<file path="src/rtl/bsg_arb_pkg.sv">
// Shared types and helpers for the round-robin arbiter slice: tag width,
// one-hot/binary conversion and the arbiter FSM state encoding.
package bsg_arb_pkg;

  localparam int unsigned MaxWidth = 64;

  typedef enum logic {
    StArb  = 1'b0,
    StHold = 1'b1
  } arb_state_e;

  function automatic int unsigned safe_clog2(input int unsigned n);
    return (n <= 1) ? 1 : $clog2(n);
  endfunction

  // OR of the indices of set bits; exact for one-hot inputs, 0 for all-zero.
  function automatic logic [31:0] oh_to_bin(input logic [MaxWidth-1:0] oh);
    logic [31:0] b;
    b = '0;
    for (int i = 0; i < int'(MaxWidth); i++) begin
      if (oh[i]) b = b | 32'(i);
    end
    return b;
  endfunction

  function automatic logic [MaxWidth-1:0] bin_to_oh(input logic [31:0] b);
    logic [MaxWidth-1:0] one;
    one = MaxWidth'(1);
    return one << b;
  endfunction

endpackage

</file>
<file path="src/rtl/bsg_rr_pick.sv">
// Combinational round-robin pick: lowest request strictly above last,
// wrapping to the lowest request overall.
module bsg_rr_pick import bsg_arb_pkg::*; #(
  parameter  int unsigned width_p      = 4,
  localparam int unsigned tag_width_lp = safe_clog2(width_p)
) (
  input  logic [width_p-1:0]      reqs,
  input  logic [tag_width_lp-1:0] last,
  output logic [width_p-1:0]      pick,
  output logic [tag_width_lp-1:0] tag
);

  logic [width_p-1:0] hi_mask;
  logic [width_p-1:0] hi_reqs;
  logic [width_p-1:0] cand;
  logic [width_p-1:0] cand_rev;
  logic [width_p-1:0] scan_rev;
  logic [width_p-1:0] prefix;

  always_comb begin
    hi_mask = '0;
    for (int k = 0; k < int'(width_p); k++) begin
      hi_mask[k] = (k > int'(last));
    end
    hi_reqs = reqs & hi_mask;
    cand    = (|hi_reqs) ? hi_reqs : reqs;
    cand_rev = '0;
    for (int k = 0; k < int'(width_p); k++) begin
      cand_rev[k] = cand[width_p-1-k];
    end
  end

  // The scan runs hi-to-lo, so reversing in and out yields a lo-to-hi prefix.
  bsg_scan #(
    .width_p    (width_p),
    .or_p       (1'b1),
    .and_p      (1'b0),
    .lo_to_hi_p (1'b0)
  ) u_scan (
    .i (cand_rev),
    .o (scan_rev)
  );

  always_comb begin
    prefix = '0;
    for (int k = 0; k < int'(width_p); k++) begin
      prefix[k] = scan_rev[width_p-1-k];
    end
    pick = prefix & ~(prefix << 1);
    tag  = tag_width_lp'(oh_to_bin(MaxWidth'(pick)));
  end

endmodule

</file>
<file path="src/rtl/bsg_scan.sv">
// Prefix scan (OR/AND/XOR); by default each output bit combines itself and
// every bit above it, lo_to_hi_p flips the direction.
module bsg_scan #(
  parameter int unsigned width_p    = 4,
  parameter bit          or_p       = 1'b0,
  parameter bit          and_p      = 1'b0,
  parameter bit          lo_to_hi_p = 1'b0
) (
  input  logic [width_p-1:0] i,
  output logic [width_p-1:0] o
);

  function automatic logic combine(input logic acc, input logic b);
    if (or_p)       return acc | b;
    else if (and_p) return acc & b;
    else            return acc ^ b;
  endfunction

  always_comb begin
    logic acc;
    o   = '0;
    acc = 1'b0;
    if (lo_to_hi_p) begin
      for (int k = 0; k < int'(width_p); k++) begin
        acc  = (k == 0) ? i[k] : combine(acc, i[k]);
        o[k] = acc;
      end
    end else begin
      for (int k = int'(width_p) - 1; k >= 0; k--) begin
        acc  = (k == int'(width_p) - 1) ? i[k] : combine(acc, i[k]);
        o[k] = acc;
      end
    end
  end

endmodule

</file>
<file path="src/rtl/bsg_arb_rr_hold.sv">
// Round-robin arbiter with valid/yumi handshake; optionally locks the grant
// until the consumer accepts it.
module bsg_arb_rr_hold import bsg_arb_pkg::*; #(
  parameter  int unsigned width_p      = 4,
  parameter  bit          hold_p       = 1'b1,
  localparam int unsigned tag_width_lp = safe_clog2(width_p)
) (
  input  logic                    clk_i,
  input  logic                    reset_n_i,
  input  logic [width_p-1:0]      reqs_i,
  output logic [width_p-1:0]      grants_o,
  output logic [tag_width_lp-1:0] tag_o,
  output logic                    v_o,
  input  logic                    yumi_i
);

  arb_state_e              state_r;
  logic [tag_width_lp-1:0] last_r;
  logic [tag_width_lp-1:0] hold_idx_r;
  logic                    hold_r;
  logic                    held_live;
  logic [width_p-1:0]      hold_oh;
  logic [width_p-1:0]      arb_pick;
  logic [tag_width_lp-1:0] arb_tag;

  bsg_rr_pick #(
    .width_p (width_p)
  ) u_pick (
    .reqs (reqs_i),
    .last (last_r),
    .pick (arb_pick),
    .tag  (arb_tag)
  );

  // A withdrawn held request falls straight back to arbitration.
  always_comb begin
    hold_r    = (state_r == StHold);
    hold_oh   = width_p'(bin_to_oh(32'(hold_idx_r)));
    held_live = hold_r & |(reqs_i & hold_oh);
    grants_o  = '0;
    tag_o     = '0;
    if (reset_n_i) begin
      grants_o = held_live ? hold_oh : arb_pick;
      tag_o    = held_live ? hold_idx_r : arb_tag;
    end
    v_o = |grants_o;
  end

  always_ff @(posedge clk_i) begin
    if (!reset_n_i) begin
      state_r    <= StArb;
      last_r     <= tag_width_lp'(width_p - 1);
      hold_idx_r <= '0;
    end else if (held_live) begin
      if (yumi_i) begin
        last_r  <= hold_idx_r;
        state_r <= StArb;
      end
    end else begin
      state_r <= StArb;
      if (v_o && yumi_i) begin
        last_r <= tag_o;
      end else if (v_o && hold_p) begin
        state_r    <= StHold;
        hold_idx_r <= tag_o;
      end
    end
  end

  always_ff @(posedge clk_i) begin
    if (reset_n_i) begin
      assert (!(yumi_i && !v_o))
        else $warning("bsg_arb_rr_hold: yumi_i asserted with no valid grant, ignored");
    end
  end

endmodule

</file>
<file path="config.mk">
export PLATFORM = sky130hd
export DESIGN_NAME = bsg_arb_rr_hold
export DESIGN_NICKNAME = d
export VERILOG_FILES = /design/src/rtl/bsg_arb_pkg.sv /design/src/rtl/bsg_rr_pick.sv /design/src/rtl/bsg_scan.sv /design/src/rtl/bsg_arb_rr_hold.sv
export SDC_FILE = /design/constraint.sdc
export NUM_CORES = 1
export LEC_CHECK = 0
export BUFFER_PORTS_ARGS = -buffer_cell sky130_fd_sc_hd__buf_2
export CAP_MARGIN = 20
export CORE_AREA = 2 2 39 41
export DETAILED_ROUTE_END_ITERATION = 8
export DIE_AREA = 0 0 41 43
export GPL_TIMING_DRIVEN = 0
export PLACE_DENSITY = 0.59
export SLEW_MARGIN = 10
export SYNTH_ARGS = -nofsm -noshare
export SYNTH_HDL_FRONTEND = slang
export SYNTH_SLANG_ARGS = --single-unit
</file>
<file path="constraint.sdc">
create_clock -name clk_i -period 2.67 [get_ports clk_i]
set_input_delay 0.267 -clock clk_i [delete_from_list [all_inputs] [get_ports clk_i]]
set_output_delay 0.267 -clock clk_i [all_outputs]
set_load 0.05 [all_outputs]
</file>
# After elaboration in Yosys (flattened, before gate mapping)
# Cells that the tools add are included.
# word_totals
input_bits	7
out_inout_bits	7
reg_bits	5
# classes
n_mux	15
n_reduce_logical	7
shifts	1
bitwise	10
order_cmp	3
n_eq_ne	1
# op_table
cell	count
2-bit two-way mux	7
4-bit AND	3
4-bit two-way mux	3
4-bit OR reduction	3
1-bit two-way mux	5
2-bit greater-than comparator (first input constant)	2
4-bit NOT	1
1-bit by 2-bit left shift with 4-bit output (first input constant)	1
1-bit bitwise OR	3
3-bit AND reduction	1
1-bit by 2-bit greater-than comparator with 1-bit output (first input constant)	1
2-bit != test (second input constant)	1
1-bit NOT	2
2-bit AND reduction	1
2-bit nonzero test	1
1-bit AND	1
1-bit logical AND	1

# Logic depth before layout (Yosys ltp)
# depth
ltp_word	15
depth_mapped	6
mapped_depth_nobuf	5

# By module
# From an unflattened synthesis, not the netlist that was laid out.
# unflattened
cells_unflattened	71
hier_area_um2	564.3
# modules_own_cells
module	n_inst	cells_per_inst	area_each_um2	seq_area_each_um2
bsg_arb_rr_hold	1	52	447.9	100.1
bsg_rr_pick	1	15	88.8	0.0
bsg_scan	1	4	27.5	0.0

# Worst setup path before layout
# Ideal clock, no wire load.
# synth_path
path_type	input to output
from	input reqs_i[1]
to	output tag_o[1]
t_required_ps	2403
path_stages	6
t_arrival_ps	2151
slack_ps	252
path_cell_list	buf_2 nor2b_1 o311a_1 o21ai_1 nor2_1 nor3_1
# synth_between
elab_chain_cells	10
word_cells_on_any_way	15
cone_classes	mux: 5; bitwise: 8; reduce/logical: 2
# synth_lines
item	line	source
start: declaration	bsg_arb_rr_hold.sv:10	input logic [width_p-1:0] reqs_i,
4-bit AND	bsg_rr_pick.sv:25	hi_reqs = reqs & hi_mask;
4-bit OR reduction	bsg_rr_pick.sv:26	cand = (|hi_reqs) ? hi_reqs : reqs;
4-bit two-way mux	bsg_rr_pick.sv:26	
1-bit bitwise OR	bsg_scan.sv:14	if (or_p) return acc | b;
1-bit bitwise OR or 4-bit NOT (tied branches)	bsg_scan.sv:14, bsg_rr_pick.sv:49	
4-bit AND (tied with other cells)	bsg_rr_pick.sv:49	pick = prefix & ~(prefix << 1);
2-bit two-way mux or 4-bit AND (tied branches)	bsg_arb_pkg.sv:21, bsg_rr_pick.sv:49	
2-bit two-way mux	bsg_arb_pkg.sv:21	if (oh[i]) b = b | 32'(i);
2-bit two-way mux *	bsg_arb_rr_hold.sv:44	tag_o = held_live ? hold_idx_r : arb_tag;
2-bit two-way mux *	bsg_arb_rr_hold.sv:42	if (reset_n_i) begin
end: declaration	bsg_arb_rr_hold.sv:12	output logic [tag_width_lp-1:0] tag_o,
# Every way passes the cells marked *; elsewhere a longest branch is shown, timed or not.

# Worst setup path in the final report
# layout_path
from	register last_r[1]
to	output tag_o[1]
# layout_between
elab_chain_cells	11
word_cells_on_any_way	15
cone_classes	order compare: 3; mux: 5; bitwise: 6; reduce/logical: 1
# layout_lines
item	line	source
start: declaration	bsg_arb_rr_hold.sv:18	logic [tag_width_lp-1:0] last_r;
start signal: assignment	bsg_arb_rr_hold.sv:52	last_r <= tag_width_lp'(width_p - 1);
start signal: assignment	bsg_arb_rr_hold.sv:56	last_r <= hold_idx_r;
start signal: assignment	bsg_arb_rr_hold.sv:62	last_r <= tag_o;
1-bit by 2-bit greater-than comparator with 1-bit output or 2-bit greater-than comparator (tied branches)	bsg_rr_pick.sv:23	hi_mask[k] = (k > int'(last));
4-bit AND *	bsg_rr_pick.sv:25	
4-bit OR reduction	bsg_rr_pick.sv:26	
4-bit two-way mux *	bsg_rr_pick.sv:26	
1-bit bitwise OR	bsg_scan.sv:14	
1-bit bitwise OR or 4-bit NOT (tied branches)	bsg_scan.sv:14, bsg_rr_pick.sv:49	
4-bit AND *	bsg_rr_pick.sv:49	
2-bit two-way mux or 4-bit AND (tied branches)	bsg_arb_pkg.sv:21, bsg_rr_pick.sv:49	
2-bit two-way mux *	bsg_arb_pkg.sv:21	
2-bit two-way mux *	bsg_arb_rr_hold.sv:44	
2-bit two-way mux *	bsg_arb_rr_hold.sv:42	
# Marks and branches as above.

==> flow_metrics.tcl <==
set metrics [dict create \
    run_status "completed" \
    crit_family "compound AO/OA/AOI/OAI gates" \
    syn_inst 71 \
    power_frac_seq_pct 29.4 \
    utilization_pct 42.77 \
    yosysMostFrequentCell "nor2_1" \
    pwr_density_cell_nw_per_um2 501.9 \
    max-slew-margin-rel_pct 61.74 \
    yosysTopAreaCellShare_pct 20.41 \
    layout-drive-gt1-share_pct 24.42 \
    routed_wl_um 1226 \
    start_util_pct 35.44 \
    placedCellCount 98 \
    synthAdderAreaFrac_pct 0 \
    ys_seq_area_share_pct 20.41 \
    start_kind "flip-flop" \
    synth_xor_xnor_area_share_pct 0 \
    yosys.area_share.simple_pct 36.48 \
    cp.required_ns 2.40 \
    cap_violations 0 \
    ys_warn_count 0 \
    clkPwrFrac_pct 28.6 \
    slowest_delay_ns 0.43 \
    die_area_um2 1763 \
    grt-ovfl-total 0 \
    grt.total_usage_pct 16.28 \
    yosys-top-cells-count "14 x nor2_1, 6 x nor3_1, 5 x dfxtp_1" \
    rsz0062_at_grt "false" \
    skew_ns 0.0008625 \
    postCtsSetupRepairBufs 0 \
    core.rowCount 14 \
    hp-start "yumi_i" \
    postCtsHoldBufs 0 \
    slowest_stage "o311a_1" \
    diodes 0 \
    area_growth_pct 20.66 \
    leakage_nw 0.2594 \
    power_frac_comb_pct 42.1 \
    placed_cell_area_um2 565.5 \
    finalCritPeriodShare_pct 83.26 \
    syn-cell-area_um2 490.5 \
    syn_area_per_cell_um2 6.908 \
    antenna_left 0 \
    synth-async-reset-ratio_pct 0 \
    htreeDepth 1 \
    fin_area_um2 591.8 \
    nNetsFinal 94 \
    hpwl_um 954.6 \
    num_vias 571 \
    ys_seq_elements 5 \
    fmax_ghz 0.4499 \
    hold_path.class "in2reg" \
    cp_max_fo 10 \
    tightest_slew_ns 0.5687 \
    drtIter0Drc 20 \
    r2r_start "hold_idx_r[1]" \
    ir_drop_mv 0.2606 \
    clock_sinks 5 \
    cp-end-kind "output port" \
    internal_power_w 0.0001801 \
    synth_top_family_by_area "simple AND/OR/NAND/NOR gates" \
    grt_first_pass_wirelength_um 1938 \
    grt_pass1_vias 487 \
    synth_area_leaders "dfxtp_1 20%, nor2_1 11%, mux2i_1 6.1%, nor3_1 6.1%, nand2b_1 5.1%" \
    cts_made_buffers 3 \
    fin_tns_setup_ns 0 \
    remaining_drc_errors 0 \
    fillCellCount 160 \
    path_class "reg2out" \
    cts_tree "done" \
    ios 14 \
    synth_compound_area_share_pct 28.83 \
    die_w_um 41 \
    netlist-cell-type-count 31 \
    synth_fp_nets 78 \
    post_drt_wl_per_cell_um 12.02 \
    clk_pin_slew_ns 0.04 \
    io_buffers 11 \
    cts_resized 0 \
    setup_viol 0 \
    crit_start "last_r[1]" \
    critPathBufInv 2 \
    holdWs_ns 0.2177 \
    fp.dieH_um 43 \
    grt_max_degree 11 \
    gp_congestion 0.7579 \
    report.final.hold_viol_count 0 \
    vias_per_cell 5.598 \
    fp.coreArea_um2 1384 \
    root_buffer "clkbuf_4" \
    crit_chain "clkbuf_1, o311a_1, o21ai_1, nor2_1, nor3_1, buf_2" \
    switching_share_pct 39.37 \
    slew_violations 0 \
    layout.cells.non_filler 102 \
    finalCriticalPeriod_ns 2.223 \
    antenna_found_initial 0 \
    p_switching_w 0.0001169 \
    synth_ff_type "dfxtp_1" \
    clock_latency_ns 0.24 \
    cp_data_arrival_time_ns 1.96 \
    clk_path_buf_depth 2 \
    synth_edf_count 0 \
    drtPass1Iterations 4 \
    yosys.area.top_type "dfxtp_1" \
    synth.area.mux_share_pct 6.122 \
]
[metal layers]
layer / vias up / wire length, um / GRT usage [%]
li1: 292 / - / -
met1: 262 / 577 / 20.97
met2: 15 / 585 / 24.69
met3: 2 / 53 / 3.141
met4: 0 / 10 / 8.000
met5: - / 0 / 0
[power by group through the flow]
stage	registers [W]	clock network, W	logic [W]
after global placement	0.0000882	0	0.000124
after floorplan	0.0000869	0	0.0000980
after CTS	0.0000872	0.0000866	0.000125
after detailed placement	0.0000884	0	0.000124
final	0.0000872	0.0000849	0.000125
after global routing	0.0000880	0.0000932	0.000136
[registers in the layout, indices dropped and copies added, names as in the netlist]
register and count:
last_r 2, hold_r 1, hold_idx_r 2
[layout make-up]
class / instances / area (um2) / share of cell area [%]
sequential: 5 / 100.1 / 16.91
clock buffer: 4 / 26.28 / 4.440
multi-input combinational: 58 / 350.3 / 59.20
tap: 16 / 20.02 / 3.383
inverter: 4 / 15.01 / 2.537
timing repair buffer: 11 / 55.05 / 9.302
buffer: 4 / 25.02 / 4.228
[worst paths after layout]
check,endpoint,slack [ns],cells past startpoint
max,tag_o[1],0.45,6
min,hold_r,0.22,2
max reg2reg,hold_idx_r[1],1.03,6
min reg2reg,hold_idx_r[0],0.57,2
[metrics by stage]
stage | setup WS [ns] | total power [W]
after global routing | 0.3311 | 0.0003171
final | 0.4471 | 0.0002970
after CTS | 0.4459 | 0.0002986
after floorplan | 0.2524 | 0.0001849
after global placement | 0.7576 | 0.0002120
after detailed placement | 0.7248 | 0.0002127
[cell usage in the layout (no fill, tap or decap), types with 2 or more instances in the layout]
cell / n
a21oi_1: 4
buf_2: 13
clkbuf_1: 2
clkbuf_4: 3
dfxtp_1: 5
inv_1: 4
mux2i_1: 3
nand2_1: 3
nand2b_1: 4
nor2_1: 14
nor2b_1: 2
nor3_1: 6
o21ai_1: 2
o311ai_1: 2
or3_1: 2
[cell families (layout without fill, tap and decap cells)]
family,Yosys count,count (layout)
and+or+nand+nor,36,36
muxes,3,3
DFF,5,5
buffers and inverters,8,23
AOI/OAI and AO/OA,19,19
No activity file was read; power rests on OpenSTA's default activity.
